<file path="config.mk">
export PLATFORM = sky130hd
export DESIGN_NAME = seg_scan_ctrl
export DESIGN_NICKNAME = d
export VERILOG_FILES = /design/src/rtl/seg_scan_ctrl.sv
export SDC_FILE = /design/constraint.sdc
export NUM_CORES = 1
export LEC_CHECK = 0
export ABC_AREA = 0
export ABC_CLOCK_PERIOD_IN_PS = 3200
export CORE_UTILIZATION = 50
export DETAILED_ROUTE_END_ITERATION = 6
export DONT_BUFFER_PORTS = 1
export HOLD_SLACK_MARGIN = 0.05
export PLACE_DENSITY_LB_ADDON = 0.12
export SLEW_MARGIN = 25
export SYNTH_ARGS = -nofsm -noshare
export SYNTH_HDL_FRONTEND = slang
export SYNTH_SLANG_ARGS = --single-unit
</file>
<file path="constraint.sdc">
create_clock -name clk -period 3.2 [get_ports clk]
set_clock_uncertainty 0.1 [all_clocks]
set_input_delay 0.64 -clock clk [delete_from_list [all_inputs] [get_ports clk]]
set_output_delay 0.64 -clock clk [all_outputs]
set_load 0.03 [all_outputs]
</file>
<file path="src/rtl/seg_scan_ctrl.sv">
// seg_scan_ctrl: time-multiplexed scan scheduler for an 8-digit seven-segment display.
// Optional feature macro SEG_SCROLL_EN rotates the shown digits left every SCROLL_DIV frames.
module seg_scan_ctrl #(
    parameter int CLK_DIV    = 50000,
    parameter int SCROLL_DIV = 200
) (
    input  logic       clk,
    input  logic       rst_n,
    input  logic       en,
    input  logic       wr_valid,
    output logic       wr_ready,
    input  logic [2:0] wr_addr,
    input  logic [3:0] wr_data,
    output logic [7:0] led,
    output logic [2:0] del,
    output logic       frame_done
);

    localparam int DIV_W = (CLK_DIV > 2) ? $clog2(CLK_DIV) : 1;

    logic [DIV_W-1:0] div_cnt;
    logic             tick;
    logic [2:0]       del_next;
    logic [2:0]       offset;
    logic [2:0]       rd_idx;
    logic [3:0]       digit_buf [8];

    // Active-high segments, bit order dp,g,f,e,d,c,b,a with dp held low.
    function automatic logic [7:0] seg_decode(input logic [3:0] h);
        logic [7:0] s;
        case (h)
            4'h0:    s = 8'h3F;
            4'h1:    s = 8'h06;
            4'h2:    s = 8'h5B;
            4'h3:    s = 8'h4F;
            4'h4:    s = 8'h66;
            4'h5:    s = 8'h6D;
            4'h6:    s = 8'h7D;
            4'h7:    s = 8'h07;
            4'h8:    s = 8'h7F;
            4'h9:    s = 8'h6F;
            4'hA:    s = 8'h77;
            4'hB:    s = 8'h7C;
            4'hC:    s = 8'h39;
            4'hD:    s = 8'h5E;
            4'hE:    s = 8'h79;
            default: s = 8'h71;
        endcase
        return s;
    endfunction

    assign tick     = (div_cnt == DIV_W'(CLK_DIV - 1));
    // Blocking writes on tick keeps the buffer read and write in separate cycles.
    assign wr_ready = ~tick;
    assign del_next = del + 3'd1;
    assign rd_idx   = del_next + offset;

    // Prescaler stage
    always_ff @(posedge clk or negedge rst_n) begin
        if (!rst_n) begin
            div_cnt <= '0;
        end else if (tick) begin
            div_cnt <= '0;
        end else begin
            div_cnt <= div_cnt + DIV_W'(1);
        end
    end

    // Digit buffer write stage
    always_ff @(posedge clk or negedge rst_n) begin
        if (!rst_n) begin
            for (int i = 0; i < 8; i++) begin
                digit_buf[i] <= 4'h0;
            end
        end else if (wr_valid && wr_ready) begin
            digit_buf[wr_addr] <= wr_data;
        end
    end

    // Scan output stage
    always_ff @(posedge clk or negedge rst_n) begin
        if (!rst_n) begin
            del        <= 3'd0;
            led        <= 8'h00;
            frame_done <= 1'b0;
        end else begin
            frame_done <= tick && (del == 3'd7);
            if (tick) begin
                del <= del_next;
                led <= en ? seg_decode(digit_buf[rd_idx]) : 8'h00;
            end
        end
    end

`ifdef SEG_SCROLL_EN
    localparam int FR_W = (SCROLL_DIV > 1) ? $clog2(SCROLL_DIV) : 1;

    logic [FR_W-1:0] frame_cnt;

    // Scroll stage: offset advances once per SCROLL_DIV completed frames
    always_ff @(posedge clk or negedge rst_n) begin
        if (!rst_n) begin
            frame_cnt <= '0;
            offset    <= 3'd0;
        end else if (frame_done) begin
            if (frame_cnt == FR_W'(SCROLL_DIV - 1)) begin
                frame_cnt <= '0;
                offset    <= offset + 3'd1;
            end else begin
                frame_cnt <= frame_cnt + FR_W'(1);
            end
        end
    end
`else
    logic unused_scroll_cfg;

    assign offset            = 3'd0;
    assign unused_scroll_cfg = (SCROLL_DIV < 1);
`endif

endmodule

</file>
==> flow_summary.json <==
{
  "register_area_um2": 1476,
  "critical_path.startpoint_type": "register",
  "clkTransAtPathRegs_ns": 0.07,
  "total_leakage_power_nw": 1.524,
  "power_density_nw_per_um2": 567.8,
  "max_cap_violations": 0,
  "crit_chain": "ha_1 > mux4_2 > mux2i_1 > inv_1 > ha_1 > mux2_2 > a221oi_1 > a21o_1",
  "crit_path_top_delay_cell": "sky130_fd_sc_hd__ha_1",
  "reg2reg_depth": 8,
  "ys.warnings.count": 0,
  "status": "finished, final reports clean",
  "required_ns": 3.38,
  "route.detailed.wl_per_inst_um": 17.69,
  "ant_nets": 0,
  "dieArea_um2": 6294,
  "crit_path_end_kind": "register",
  "gr-total-overflow": 0,
  "dpl.hpwl_um": 4022,
  "multiInputGateArea_um2": 1435,
  "crit_arrival_ns": 3.02,
  "crit_type": "reg2reg",
  "floorplan.io_pins": 24,
  "cpPeakStageDelay_ns": 0.63,
  "mappedNetlistNets": 252,
  "routed-via-count": 1833,
  "drt_drc_violations_left": 0,
  "fmax_mhz": 352.1,
  "worstHoldPathType": "in2async",
  "initial_antenna_violation_count": 0,
  "synth_cells": 232,
  "max-clock-path-buffers": 2,
  "ys_ff_latch": 59,
  "synth_enable_flop_cells": 0,
  "detailedPlace.worstSlack_ns": 0.3198,
  "drt_pass1_iterations": 4,
  "cts_tree": "built",
  "setup_slack_ns": 0.3601,
  "syn_area_per_cell_um2": 12.89,
  "port_buffers": 0,
  "cts-buffers-inserted": 9,
  "unrepaired_setup_endpoints_after_global_routing": "no",
  "setup_total_negative_slack_ns": 0,
  "whs_ns": 0.04758,
  "clk_root_buffer_cell": "sky130_fd_sc_hd__clkbuf_8",
  "placeableCoreArea_um2": 5642,
  "drtIter0Drc": 66,
  "clock_network_latency_to_the_later_pin_of_the_worst_skew_pair_ns": 0.35,
  "final_net_count": 264,
  "first_global_vias": 1843,
  "setup_viol": 0,
  "wire_length_of_the_first_global_routing_pass_um": 9625,
  "final.period_utilization_pct": 88.75,
  "placement_rows": 27,
  "num_antenna_cells": 0,
  "routed_wl_um": 5678,
  "initial_utilization_pct": 53.01,
  "slew_viols_final": 0,
  "route.detailed.vias_per_inst": 5.710,
  "fillers": 476,
  "placer_congestion": 0.7762,
  "async_reset_ff_share_pct": 100.0,
  "vdd_drop_max_mv": 0.2990,
  "chipWidth_um": 79.34,
  "worst-path-max-fanout": 8,
  "synth_cell_type_count": 41,
  "period_needed_ns": 2.840,
  "chipHeight_um": 79.34,
  "cts.htree.levels": 3,
  "areaGrowthSynthToFinish_pct": 11.17,
  "largest_net_degree_at_the_start_of_global_routing": 60,
  "cell_seen_most_often_among_critical_path_stages": "sky130_fd_sc_hd__ha_1",
  "num_clock_sinks": 59,
  "ys_dominant_reg_cell": "sky130_fd_sc_hd__dfrtp_1",
  "layout-drive-gt1-share_pct": 23.69,
  "mappedNetlistArea_um2": 2990,
  "ys_seq_area_share_pct": 49.37,
  "hold_viol_final": 0,
  "total_grt_usage_pct": 21.02
}
-- path summary, 6_finish.rpt --
check                      slack [ns]            end         start
setup / recovery                 0.36         led[6]        del[1]
setup reg to reg                 0.36         led[6]        del[1]
max in group asynchronous        2.68  digit_buf[23]         rst_n
hold reg to reg                  0.38   digit_buf[8]  digit_buf[8]
min in group clk                 0.33  digit_buf[12]    wr_data[0]
hold / removal                   0.05    div_cnt[10]         rst_n
-- synth_stat cells (3+ instances only) --
| library cell | instances | area [µm²] |
|---|---|---|
| sky130_fd_sc_hd__mux2i_1 | 7 | 70.07 |
| sky130_fd_sc_hd__mux2_2 | 17 | 191.4 |
| sky130_fd_sc_hd__a221oi_1 | 3 | 26.28 |
| sky130_fd_sc_hd__a21o_1 | 3 | 22.52 |
| sky130_fd_sc_hd__dfrtp_1 | 59 | 1476 |
| sky130_fd_sc_hd__nor2_1 | 16 | 60.06 |
| sky130_fd_sc_hd__nand2_1 | 15 | 56.30 |
| sky130_fd_sc_hd__nand4_1 | 3 | 18.77 |
| sky130_fd_sc_hd__and3_1 | 4 | 25.02 |
| sky130_fd_sc_hd__buf_4 | 3 | 22.52 |
| sky130_fd_sc_hd__xnor2_1 | 5 | 43.79 |
| sky130_fd_sc_hd__xor2_1 | 11 | 96.34 |
| sky130_fd_sc_hd__ha_1 | 9 | 112.6 |
| sky130_fd_sc_hd__nor3_1 | 5 | 25.02 |
| sky130_fd_sc_hd__inv_1 | 6 | 22.52 |
| sky130_fd_sc_hd__mux2_1 | 16 | 180.2 |
| sky130_fd_sc_hd__clkbuf_1 | 3 | 11.26 |
| sky130_fd_sc_hd__nand3_1 | 11 | 55.05 |
| sky130_fd_sc_hd__mux4_2 | 8 | 180.2 |
-- state kept, by name, indices dropped and copies added (netlist names) --
register    count
del             3
digit_buf      32
div_cnt        16
frame_done      1
led             7
-- layout by cell type, fill, tap and decap left out, types with 3 or more instances in the layout --
cell and instances:
sky130_fd_sc_hd__dfrtp_1 59, sky130_fd_sc_hd__and3_1 4, sky130_fd_sc_hd__xnor2_1 5, sky130_fd_sc_hd__nor3_1 5, sky130_fd_sc_hd__ha_1 9, sky130_fd_sc_hd__nand3_1 11, sky130_fd_sc_hd__a21o_1 3, sky130_fd_sc_hd__clkbuf_8 12
sky130_fd_sc_hd__nor2_1 16, sky130_fd_sc_hd__inv_1 6, sky130_fd_sc_hd__buf_4 8, sky130_fd_sc_hd__mux2i_1 7, sky130_fd_sc_hd__nand2_1 15, sky130_fd_sc_hd__mux4_2 8, sky130_fd_sc_hd__xor2_1 11, sky130_fd_sc_hd__mux2_1 16
sky130_fd_sc_hd__mux2_2 17, sky130_fd_sc_hd__nand4_1 3, sky130_fd_sc_hd__a221oi_1 3
-- cell type report --
cell class	count	area share, %
clock buffers	12	4.968
flip-flops and latches	59	44.41
multi-input cells	159	43.17
clock inverters	4	1.430
well taps	72	2.710
inverters	6	0.6775
repair buffers	9	2.635
-- cell families (layout without fill, tap and decap cells) --
family	count (synthesis)	in the layout	synth area share, %
and+or+nand+nor	71	71	14.10
DFF	59	59	49.37
muxes	51	51	22.47
xor gates and xnor gates	16	16	4.686
buffers and inverters	14	31	2.636
AOI/OAI and AO/OA	11	11	2.845
adders and majority gates	9	9	3.766
other	1	1	0.1254
-- metrics by stage --
| stage | cell area [µm²] | instances | power [mW] | utilization (%) |
|---|---|---|---|---|
| 2_1_floorplan | 2990 | 232 | 1.106 | - |
| 3_3_place_gp | 3084 | 304 | 1.164 | 54.67 |
| 3_5_place_dp | 3084 | 304 | 1.171 | 54.67 |
| 4_1_cts | 3324 | 321 | 1.910 | 58.93 |
| 5_1_grt | 3324 | 321 | 1.983 | 58.93 |
| 6_report | 3324 | 321 | 1.888 | 58.93 |
-- where the power goes --
part	internal (mW)	switching, mW	total [mW]
Sequential	0.835	0.0500	0.885
Clock	0.420	0.294	0.714
Combinational	0.160	0.128	0.288
Total	1.42	0.472	1.89
-- routing by layer --
layer / share of wire [%] / GRT usage [%] / vias up / routed length (µm)
met2: 47 / 32.24 / 31 / 2654
met4: 1.1 / 7.091 / 0 / 61
li1: - / - / 867 / -
met3: 3.9 / 8.046 / 7 / 224
met5: 0 / 0 / - / 0
met1: 48 / 27.19 / 928 / 2738
-- critical path, delay by kind of cell, from the launching register on --
family	cells	cell delay [ns]
compound gates	2	0.36
fa+ha+maj	2	0.85
buf+inv	1	0.11
flops	1	0.51
mux	3	0.86
-- what timing repair did --
item	in CTS	in global routing
setup buffers	0	0
endpoints found under the hold margin	59	0
resized for setup	0	0
hold buffers	1	0
Note: power is estimated with default switching activity, not from simulation.
